`src/rtl/dither_pkg.sv`:
```
`default_nettype none
// ============================================================================
// Module : dither_pkg
// Brief  : Mode encoding and STEP/HALF/QMAX helpers for the RGB ditherer.
// Rev    : 1.0  initial release
// ============================================================================
package dither_pkg;

  typedef enum logic [1:0] {
    MODE_DIFFUSE = 2'b00,
    MODE_TRUNC   = 2'b01,
    MODE_ROUND   = 2'b10
  } dither_mode_e;

  function automatic int dither_step(input int in_w, input int out_w);
    return 1 << (in_w - out_w);
  endfunction

  function automatic int dither_half(input int in_w, input int out_w);
    return dither_step(in_w, out_w) / 2;
  endfunction

  function automatic int dither_qmax(input int out_w);
    return (1 << out_w) - 1;
  endfunction

endpackage
`default_nettype wire

```
`src/rtl/dither_rgb_if.sv`:
```
`default_nettype none
// ============================================================================
// Module : dither_rgb_if
// Brief  : Pixel stream in/out handshake bundle for dither_rgb.
// Rev    : 1.0  initial release
// ============================================================================
interface dither_rgb_if #(
  parameter int IN_W  = 8,
  parameter int OUT_W = 4,
  parameter int NCH   = 3
);
  logic [NCH*IN_W-1:0]  in_pix;
  logic                 in_sol;
  logic                 in_valid;
  logic                 in_ready;
  logic [1:0]           mode;
  logic [NCH*OUT_W-1:0] out_pix;
  logic                 out_valid;
  logic                 out_ready;

  modport master (
    output in_pix, in_sol, in_valid, mode, out_ready,
    input  in_ready, out_pix, out_valid
  );

  modport slave (
    input  in_pix, in_sol, in_valid, mode, out_ready,
    output in_ready, out_pix, out_valid
  );
endinterface
`default_nettype wire

```
`src/rtl/dither_quant.sv`:
```
`default_nettype none
// ============================================================================
// Module : dither_quant
// Brief  : Combinational single-channel quantiser (diffuse / truncate / round).
// Rev    : 1.0  initial release
// ============================================================================
module dither_quant
  import dither_pkg::*;
#(
  parameter int IN_W  = 8,
  parameter int OUT_W = 4
) (
  input  logic [IN_W-1:0]               i_in,
  input  logic signed [IN_W-OUT_W+1:0]  i_err,
  input  dither_mode_e                  i_mode,
  input  logic                          i_sol,
  output logic [OUT_W-1:0]              o_q,
  output logic signed [IN_W-OUT_W+1:0]  o_err_next,
  output logic                          o_sat
);
  localparam int S  = IN_W - OUT_W;
  localparam int EW = S + 2;
  localparam int SW = IN_W + 2;

  localparam logic signed [SW-1:0] c_qmax    = SW'(dither_qmax(OUT_W));
  localparam logic signed [SW:0]   c_err_max = (SW+1)'(dither_step(IN_W, OUT_W) - 1);
  localparam logic signed [SW:0]   c_err_min = (SW+1)'(-dither_half(IN_W, OUT_W));

  logic signed [SW-1:0] w_in_ext;
  logic signed [SW-1:0] w_e_ext;
  logic signed [SW-1:0] w_sum;
  logic signed [SW-1:0] w_floor;
  logic signed [SW-1:0] w_qraw;
  logic signed [SW-1:0] w_qs;
  logic signed [SW:0]   w_res;
  logic [OUT_W-1:0]     w_qc;
  logic signed [EW-1:0] w_err_sat;
  logic                 w_clamp;
  logic                 w_esat;

  always_comb begin
    w_in_ext = $signed({2'b00, i_in});
    w_e_ext  = '0;
    if (i_mode == MODE_DIFFUSE && !i_sol) begin
      w_e_ext = SW'(i_err);
    end
    w_sum   = w_in_ext + w_e_ext;
    // Floor division by STEP, then round half up using the top fraction bit.
    w_floor = w_sum >>> S;
    w_qraw  = w_floor + $signed({{(SW-1){1'b0}}, w_sum[S-1]});

    w_clamp = 1'b0;
    if (w_qraw[SW-1]) begin
      w_qc = '0;
    end else if (w_qraw > c_qmax) begin
      w_qc    = c_qmax[OUT_W-1:0];
      w_clamp = 1'b1;
    end else begin
      w_qc = w_qraw[OUT_W-1:0];
    end

    w_qs  = $signed({2'b00, w_qc, {S{1'b0}}});
    w_res = (SW+1)'(w_sum) - (SW+1)'(w_qs);

    w_esat    = 1'b0;
    w_err_sat = w_res[EW-1:0];
    if (w_res > c_err_max) begin
      w_err_sat = c_err_max[EW-1:0];
      w_esat    = 1'b1;
    end else if (w_res < c_err_min) begin
      w_err_sat = c_err_min[EW-1:0];
      w_esat    = 1'b1;
    end

    o_q        = i_in[IN_W-1:S];
    o_err_next = '0;
    o_sat      = 1'b0;
    case (i_mode)
      MODE_DIFFUSE: begin
        o_q        = w_qc;
        o_err_next = w_err_sat;
        o_sat      = w_clamp | w_esat;
      end
      MODE_ROUND: begin
        o_q   = w_qc;
        o_sat = w_clamp;
      end
      default: ;  // truncate, and the reserved encoding behaves as truncate
    endcase
  end
endmodule
`default_nettype wire

```
`src/rtl/dither_rgb.sv`:
```
`default_nettype none
// ============================================================================
// Module : dither_rgb
// Brief  : Multi-channel error-diffusion ditherer with 1-deep output register.
//          Define DITHER_SAT_CNT_EN to add the 16-bit sat_count output.
// Rev    : 1.0  initial release
// ============================================================================
module dither_rgb
  import dither_pkg::*;
#(
  parameter int IN_W  = 8,
  parameter int OUT_W = 4,
  parameter int NCH   = 3
) (
  input  logic         clk,
  input  logic         rst,
  dither_rgb_if.slave  bus
`ifdef DITHER_SAT_CNT_EN
  ,
  output logic [15:0]  sat_count
`endif
);
  localparam int EW = IN_W - OUT_W + 2;

  logic [NCH*OUT_W-1:0] w_q;
  logic [NCH*EW-1:0]    w_err_next;
  logic [NCH-1:0]       w_sat;
  logic [NCH*OUT_W-1:0] r_out_pix;
  logic [NCH*EW-1:0]    r_err;
  logic                 r_out_valid;
  logic                 w_in_ready;
  logic                 w_accept;
  dither_mode_e         w_mode;

  assign w_mode     = dither_mode_e'(bus.mode);
  assign w_in_ready = !r_out_valid || bus.out_ready;
  assign w_accept   = bus.in_valid && w_in_ready;

  assign bus.in_ready  = w_in_ready;
  assign bus.out_pix   = r_out_pix;
  assign bus.out_valid = r_out_valid;

  generate
    for (genvar g = 0; g < NCH; g++) begin : g_ch
      dither_quant #(
        .IN_W  (IN_W),
        .OUT_W (OUT_W)
      ) u_quant (
        .i_in       (bus.in_pix[g*IN_W +: IN_W]),
        .i_err      (r_err[g*EW +: EW]),
        .i_mode     (w_mode),
        .i_sol      (bus.in_sol),
        .o_q        (w_q[g*OUT_W +: OUT_W]),
        .o_err_next (w_err_next[g*EW +: EW]),
        .o_sat      (w_sat[g])
      );
    end
  endgenerate

  // Error state advances only with an accepted beat; reset wins over it.
  always_ff @(posedge clk) begin
    if (rst) begin
      r_out_valid <= 1'b0;
      r_out_pix   <= '0;
      r_err       <= '0;
    end else if (w_accept) begin
      r_out_valid <= 1'b1;
      r_out_pix   <= w_q;
      r_err       <= w_err_next;
    end else if (bus.out_ready) begin
      r_out_valid <= 1'b0;
    end
  end

`ifdef DITHER_SAT_CNT_EN
  logic [15:0] r_sat_count;

  always_ff @(posedge clk) begin
    if (rst) begin
      r_sat_count <= '0;
    end else if (w_accept && (|w_sat) && (r_sat_count != 16'hFFFF)) begin
      r_sat_count <= r_sat_count + 16'd1;
    end
  end

  assign sat_count = r_sat_count;
`else
  logic w_sat_unused;
  assign w_sat_unused = |w_sat;
`endif

endmodule
`default_nettype wire

```
`src/flat_wrapper.sv`:
```
// flat-port wrapper written by rule: the top's interface ports become plain ports
module dither_rgb_flat import dither_pkg::*;
#(
  parameter int IN_W  = 8,
  parameter int OUT_W = 4,
  parameter int NCH   = 3
)
  (clk, rst, bus_in_pix, bus_in_sol, bus_in_valid, bus_mode, bus_out_ready, bus_in_ready, bus_out_pix, bus_out_valid);
  dither_rgb_if #(.IN_W(IN_W), .OUT_W(OUT_W), .NCH(NCH)) bus_i ();
  input  logic clk;
  input  logic rst;
  input wire logic [$bits(bus_i.in_pix)-1:0] bus_in_pix;
  input wire logic [$bits(bus_i.in_sol)-1:0] bus_in_sol;
  input wire logic [$bits(bus_i.in_valid)-1:0] bus_in_valid;
  input wire logic [$bits(bus_i.mode)-1:0] bus_mode;
  input wire logic [$bits(bus_i.out_ready)-1:0] bus_out_ready;
  output wire logic [$bits(bus_i.in_ready)-1:0] bus_in_ready;
  output wire logic [$bits(bus_i.out_pix)-1:0] bus_out_pix;
  output wire logic [$bits(bus_i.out_valid)-1:0] bus_out_valid;
  assign bus_i.in_pix = bus_in_pix;
  assign bus_i.in_sol = bus_in_sol;
  assign bus_i.in_valid = bus_in_valid;
  assign bus_i.mode = bus_mode;
  assign bus_i.out_ready = bus_out_ready;
  assign bus_in_ready = bus_i.in_ready;
  assign bus_out_pix = bus_i.out_pix;
  assign bus_out_valid = bus_i.out_valid;
  dither_rgb #(.IN_W(IN_W), .OUT_W(OUT_W), .NCH(NCH)) u_core (.clk(clk), .rst(rst), .bus(bus_i));
endmodule
```
`config.mk`:
```
export PLATFORM = sky130hd
export DESIGN_NAME = dither_rgb_flat
export DESIGN_NICKNAME = d
export VERILOG_FILES = /design/src/rtl/dither_pkg.sv /design/src/rtl/dither_rgb_if.sv /design/src/rtl/dither_quant.sv /design/src/rtl/dither_rgb.sv /design/src/flat_wrapper.sv
export SDC_FILE = /design/constraint.sdc
export NUM_CORES = 1
export LEC_CHECK = 0
export CAP_MARGIN = 0
export CORE_MARGIN = 2
export CORE_UTILIZATION = 59
export DETAILED_ROUTE_END_ITERATION = 6
export GPL_ROUTABILITY_DRIVEN = 0
export GPL_TIMING_DRIVEN = 0
export PLACE_DENSITY = 0.93
export SETUP_SLACK_MARGIN = 0.4
export SKIP_LAST_GASP = 1
export SLEW_MARGIN = 20
export SYNTH_ARGS = -nofsm -noshare
export SYNTH_HDL_FRONTEND = slang
export SYNTH_HIERARCHICAL = 1
export SYNTH_SLANG_ARGS = --single-unit
```
`constraint.sdc`:
```
create_clock -name clk -period 7.8 [get_ports clk]
set_clock_uncertainty 0.2 [all_clocks]
set_input_delay 1.56 -clock clk [delete_from_list [all_inputs] [get_ports clk]]
set_output_delay 1.56 -clock clk [all_outputs]
set_load 0.01 [all_outputs]
```
Yosys cells after proc, flatten, opt, wreduce, memory -nomap -nowiden:

Index checks and enable logic that the tools add are counted.

* bits in registers: 31
* input port bits: 31
* output and inout bits: 14
* word-level logic and storage cells: 53

* add/sub/neg operators: 9
* order comparisons: 9
* equal/unequal tests: 1
* multiplexer cells: 23
* reductions and logical operators: 8

Operators with widths (count)
* 2-to-1 mux 6 bit: 9
* 2-to-1 mux 4 bit: 9
* greater-than comparator 11 x 5 -> 1 bit, second input constant: 3
* < comparator 11 x 4 -> 1 bit, second input constant: 3
* subtractor 10 x 9 -> 11 bit: 3
* adder 9 x 10 -> 10 bit: 3
* 2-to-1 mux 10 bit: 3
* adder 6 x 2 -> 7 bit: 3
* greater-than comparator 7 x 5 -> 1 bit, second input constant: 3
* == test 2 bit, second input constant: 1
* logical AND 1 bit: 2
* logical NOT 1 bit: 2
* logical NOT 2 bit: 1
* 2-to-1 mux 1 bit: 2
* nonzero test 2 bit: 1
* OR reduction 2 bit: 1
* logical OR 1 bit: 1

Logic depth before layout (Yosys ltp):

Gate-level depths: netlist of run 1.

* word-level depth: 13
* depth in mapped cells: 29
* mapped depth without buffers: 27

Modules after synthesis:

The synthesis of run 1 kept the hierarchy.

By module, submodules not included
* dither_rgb: instances 1, cells an instance 141, area an instance 1451.4 µm², sequential area each 620.6 µm²
* dither_quant at u_core.g_ch[2].u_quant: instances 1, cells an instance 143, area an instance 984.7 µm², sequential area each 0.0 µm²
* dither_quant at u_core.g_ch[1].u_quant: instances 1, cells an instance 142, area an instance 977.2 µm², sequential area each 0.0 µm²
* dither_quant at u_core.g_ch[0].u_quant: instances 1, cells an instance 138, area an instance 973.4 µm², sequential area each 0.0 µm²

Worst setup path after synthesis of run 1:

Ideal clock, no wire load.

* path kind: input-to-reg
* start point: in bus_mode[1]
* end point: reg u_core.r_err[9]
* library setup time: 143 ps
* arrival time: 6404 ps
* data required time: 7457 ps
* setup slack: 1053 ps
* stages: 26
* path buffers: 0
* cell sequence: or2_2 nor2_1 and2_1 ha_1 inv_1 fa_1 nor2b_1 o21ai_0 a21oi_1 ha_1 ha_1 inv_1 o31ai_1 nand2_1 nand2_1 ha_1 inv_1 fa_1 or3b_2 a211o_1 a211oi_1 o21ai_0 a221oi_1 a21oi_1 nand3_1 a21oi_2

* longest elaborated chain between the ends: 13
* elaborated cells on any way between the ends: 14
* those cells by class: 3 x add/sub; 3 x order compare; 6 x mux; 2 x reduce/logical

Ends and longest elaborated chain
* from (decl): line flat_wrapper.sv:15 `input wire logic [$bits(bus_i.mode)-1:0] bus_mode;`
* logical NOT 2 bit (*): line dither_quant.sv:44, dither_quant.sv:78
* logical AND 1 bit: line dither_quant.sv:44 `if (i_mode == MODE_DIFFUSE && !i_sol) begin`
* 2-to-1 mux 10 bit: line dither_quant.sv:44
* adder 9 x 10 -> 10 bit: line dither_quant.sv:47 `w_sum = w_in_ext + w_e_ext;`
* adder 6 x 2 -> 7 bit: line dither_quant.sv:50 `w_qraw = w_floor + $signed({{(SW-1){1'b0}}, w_sum[S-1]});`
* greater-than comparator 7 x 5 -> 1 bit: line dither_quant.sv:55 `end else if (w_qraw > c_qmax) begin`
* 2-to-1 mux 4 bit: line dither_quant.sv:55
* 2-to-1 mux 4 bit: line dither_quant.sv:53 `if (w_qraw[SW-1]) begin`
* subtractor 10 x 9 -> 11 bit: line dither_quant.sv:63 `w_res = (SW+1)'(w_sum) - (SW+1)'(w_qs);`
* < comparator 11 x 4 -> 1 bit: line dither_quant.sv:70 `end else if (w_res < c_err_min) begin`
* 2-to-1 mux 6 bit: line dither_quant.sv:70
* 2-to-1 mux 6 bit: line dither_quant.sv:67 `if (w_res > c_err_max) begin`
* 2-to-1 mux 6 bit (*): line dither_quant.sv:78 `case (i_mode)`
* net u_core.w_err_next[9]: line dither_rgb.sv:26 `logic [NCH*EW-1:0] w_err_next;`
* to (signal assigned): line dither_rgb.sv:69 `r_err <= w_err_next;`
* to (decl): line dither_rgb.sv:29 `logic [NCH*EW-1:0] r_err;`

The timed path passes the listed nets; every way through them passes the cells marked *.
A chain may end at the register's enable or synchronous reset.

Worst setup path in the final report of run 1:

* start point: in bus_mode[0]
* end point: reg u_core.r_err[2]

The elaborated chain is that of the path after synthesis.

==> flow_summary.toml, run 1 <==
[synth]
avgSynthCellArea_um2 = 7.80
ys_warn_count = 6
syn_area_um2 = 4340
synthesis.nets = 626
syn-instance-count = 556

[floorplanning]
start_util_pct = 60.5
core_area_um2 = 7180
dieHeight_um = 89.8
row_count = 31
io_pins = 45
dieArea_um2 = 8060
die_x_um = 89.8

[timing]
finalCritPeriodShare_pct = 91.1
fin_setup_tns_ns = 0
tightest_slew_ns = 0.986
holdWs_ns = 0.380
rsz0062_at_grt = "yes"
drv_slew = 0
worst_slack_ns = 0.697
fmax_mhz = 141
final_hold_viol_count = 0
finalSetupViolCount = 0
finalCriticalPeriod_ns = 7.10
slew_headroom_pct = 33.3

[clock_tree]
clkLatencyLatePin_ns = 0.29
clock_path_buffers = 2
clkSinkCount = 31
numCtsBuffers = 5
cts_tree = "done"
cts_max_level = 2
path_clk_slew_ns = 0.07
clockRootBuffer = "clkbuf_8"

[global_route]
grt_max_degree = 11
antenna_found_initial = 0
gr-total-overflow = 0
grt_pass1_vias = 4264
grt_usage_pct = 28.1
grt_pass1_wl_um = 19500

[worst_setup_path]
crit_fanout = 10
critical-path-slowest-cell = "fa_1"
worstSetupPathType = "in -> reg"
critPathMaxStageDelay_ns = 0.41
cp.arrival_ns = 7.12
r2r_cells = 21
critPathCaptureType = "flop"
worst_ep_required_time_ns = 7.82
crit_path_start_kind = "input port"

[layout]
utilization_pct = 70.6
num_antenna_cells = 0
area_growth_pct = 16.7
finalNonFillerCells = 707
nets = 678
layout-drive-gt1-share_pct = 18.4
finalInstanceArea_um2 = 5060

[job]
drv_cap = 0

[place]
post-place-cells = 696
pre_cts_ws_ns = -0.377
port_buffers = 41
dpl_cell_area_um2 = 4870
dp.final_hpwl_um = 8990

[worst_hold_path]
hold_path_class = "reg -> reg"
holdPathStages = 2

[routing]
postRouteAntennaNets = 0
first_iter_violations = 337
via_per_inst = 6.55
first_pass_iters = 7
drcViolationCount = 0
vias = 4634
wirelength_um = 12000
post_drt_wl_per_cell_um = 17.0

[pwr]
vdd.ir_drop.worst_mv = 0.0894
power_mw = 0.568
cellLeakagePower_nw = 2.07
power.density_nw_per_um2 = 112

[outcome]
status = "finished, final reports clean"
placed cells by master (no fill, tap or decap), types with 7 or more instances in the layout:
| cell | count |
|---|---|
| nand3_1 | 45 |
| clkdlybuf4s50_1 | 38 |
| a21oi_2 | 32 |
| inv_1 | 31 |
| dfxtp_1 | 31 |
| a21oi_1 | 30 |
| ha_1 | 30 |
| nor2_1 | 29 |
| a21bo_1 | 28 |
| nand2_1 | 27 |
| o21ai_0 | 20 |
| nor3_1 | 18 |
| and2_1 | 15 |
| nor2b_1 | 11 |
| buf_2 | 10 |
| o21a_1 | 8 |
| a21o_1 | 8 |
| or2_2 | 7 |
| nand4_1 | 7 |
| o31ai_1 | 7 |
final cells by class:
class	count	area, um2
flip-flops and latches	31	621
repair buffers	45	425
clock inverters	1	5.00
clock buffers	6	82.6
inverters	32	123
well taps	99	124
plain buffers	26	164
multi-input cells	467	3520
fillers	546	2110
worst max-delay path, delay by kind of cell:
| family | cells | cell delay (ns) |
|---|---|---|
| buf+inv | 6 | 0.72 |
| compound gates | 6 | 1.12 |
| fa+ha+maj | 6 | 1.62 |
| simple gates | 11 | 1.93 |
| xor+xnor | 1 | 0.16 |
layer usage:
| layer | vias to the layer above | global-route usage (%) | part of all wire, % |
|---|---|---|---|
| met2 | 236 | 49.8 | 49 |
| met5 | - | 0 | 0 |
| met3 | 42 | 3.86 | 6.5 |
| li1 | 2170 | - | - |
| met1 | 2186 | 36.0 | 42 |
| met4 | 0 | 7.05 | 2.4 |
path summary, 6_finish.rpt:
| kind | start | slack (ns) | endpoint |
|---|---|---|---|
| max | bus_mode[0] | 0.70 | u_core/r_err[2]$_SDFFE_PP0P_ |
| min reg2reg | u_core/r_err[8]$_SDFFE_PP0P_ | 0.38 | u_core/r_err[8]$_SDFFE_PP0P_ |
| min | u_core/r_err[8]$_SDFFE_PP0P_ | 0.38 | u_core/r_err[8]$_SDFFE_PP0P_ |
| max reg2reg | u_core/r_err[11]$_SDFFE_PP0P_ | 2.21 | u_core/r_err[8]$_SDFFE_PP0P_ |
state kept, by name, indices dropped and copies added (netlist names):
signal                count
u_core/bus.out_valid      1
u_core/bus.out_pix       12
u_core/r_err             18
report_power, final:
group,leakage [nW],internal (mW),switching (mW)
Sequential,0.253,0.167,0.00516
Clock,0.0470,0.0692,0.0628
Combinational,1.77,0.115,0.148
Total,2.07,0.351,0.216
what timing repair did:
item,4_1_cts,5_1_grt
hold buffers,0,0
pin swaps,1,6
endpoints found under the setup margin,18,18
setup buffers,1,3
resized for setup,13,30
Power figures use the tool's default switching activity.
==> inputs of run 2 (changes only) <==
--- a/config.mk
+++ b/config.mk
@@ -8,6 +8,7 @@
 export CAP_MARGIN = 0
 export CORE_MARGIN = 2
 export CORE_UTILIZATION = 59
+export CTS_CLUSTER_SIZE = 24
 export DETAILED_ROUTE_END_ITERATION = 6
 export GPL_ROUTABILITY_DRIVEN = 0
 export GPL_TIMING_DRIVEN = 0
==> results of run 2 <==
The final DEF is identical to that of run 1; final timing and power are the same.
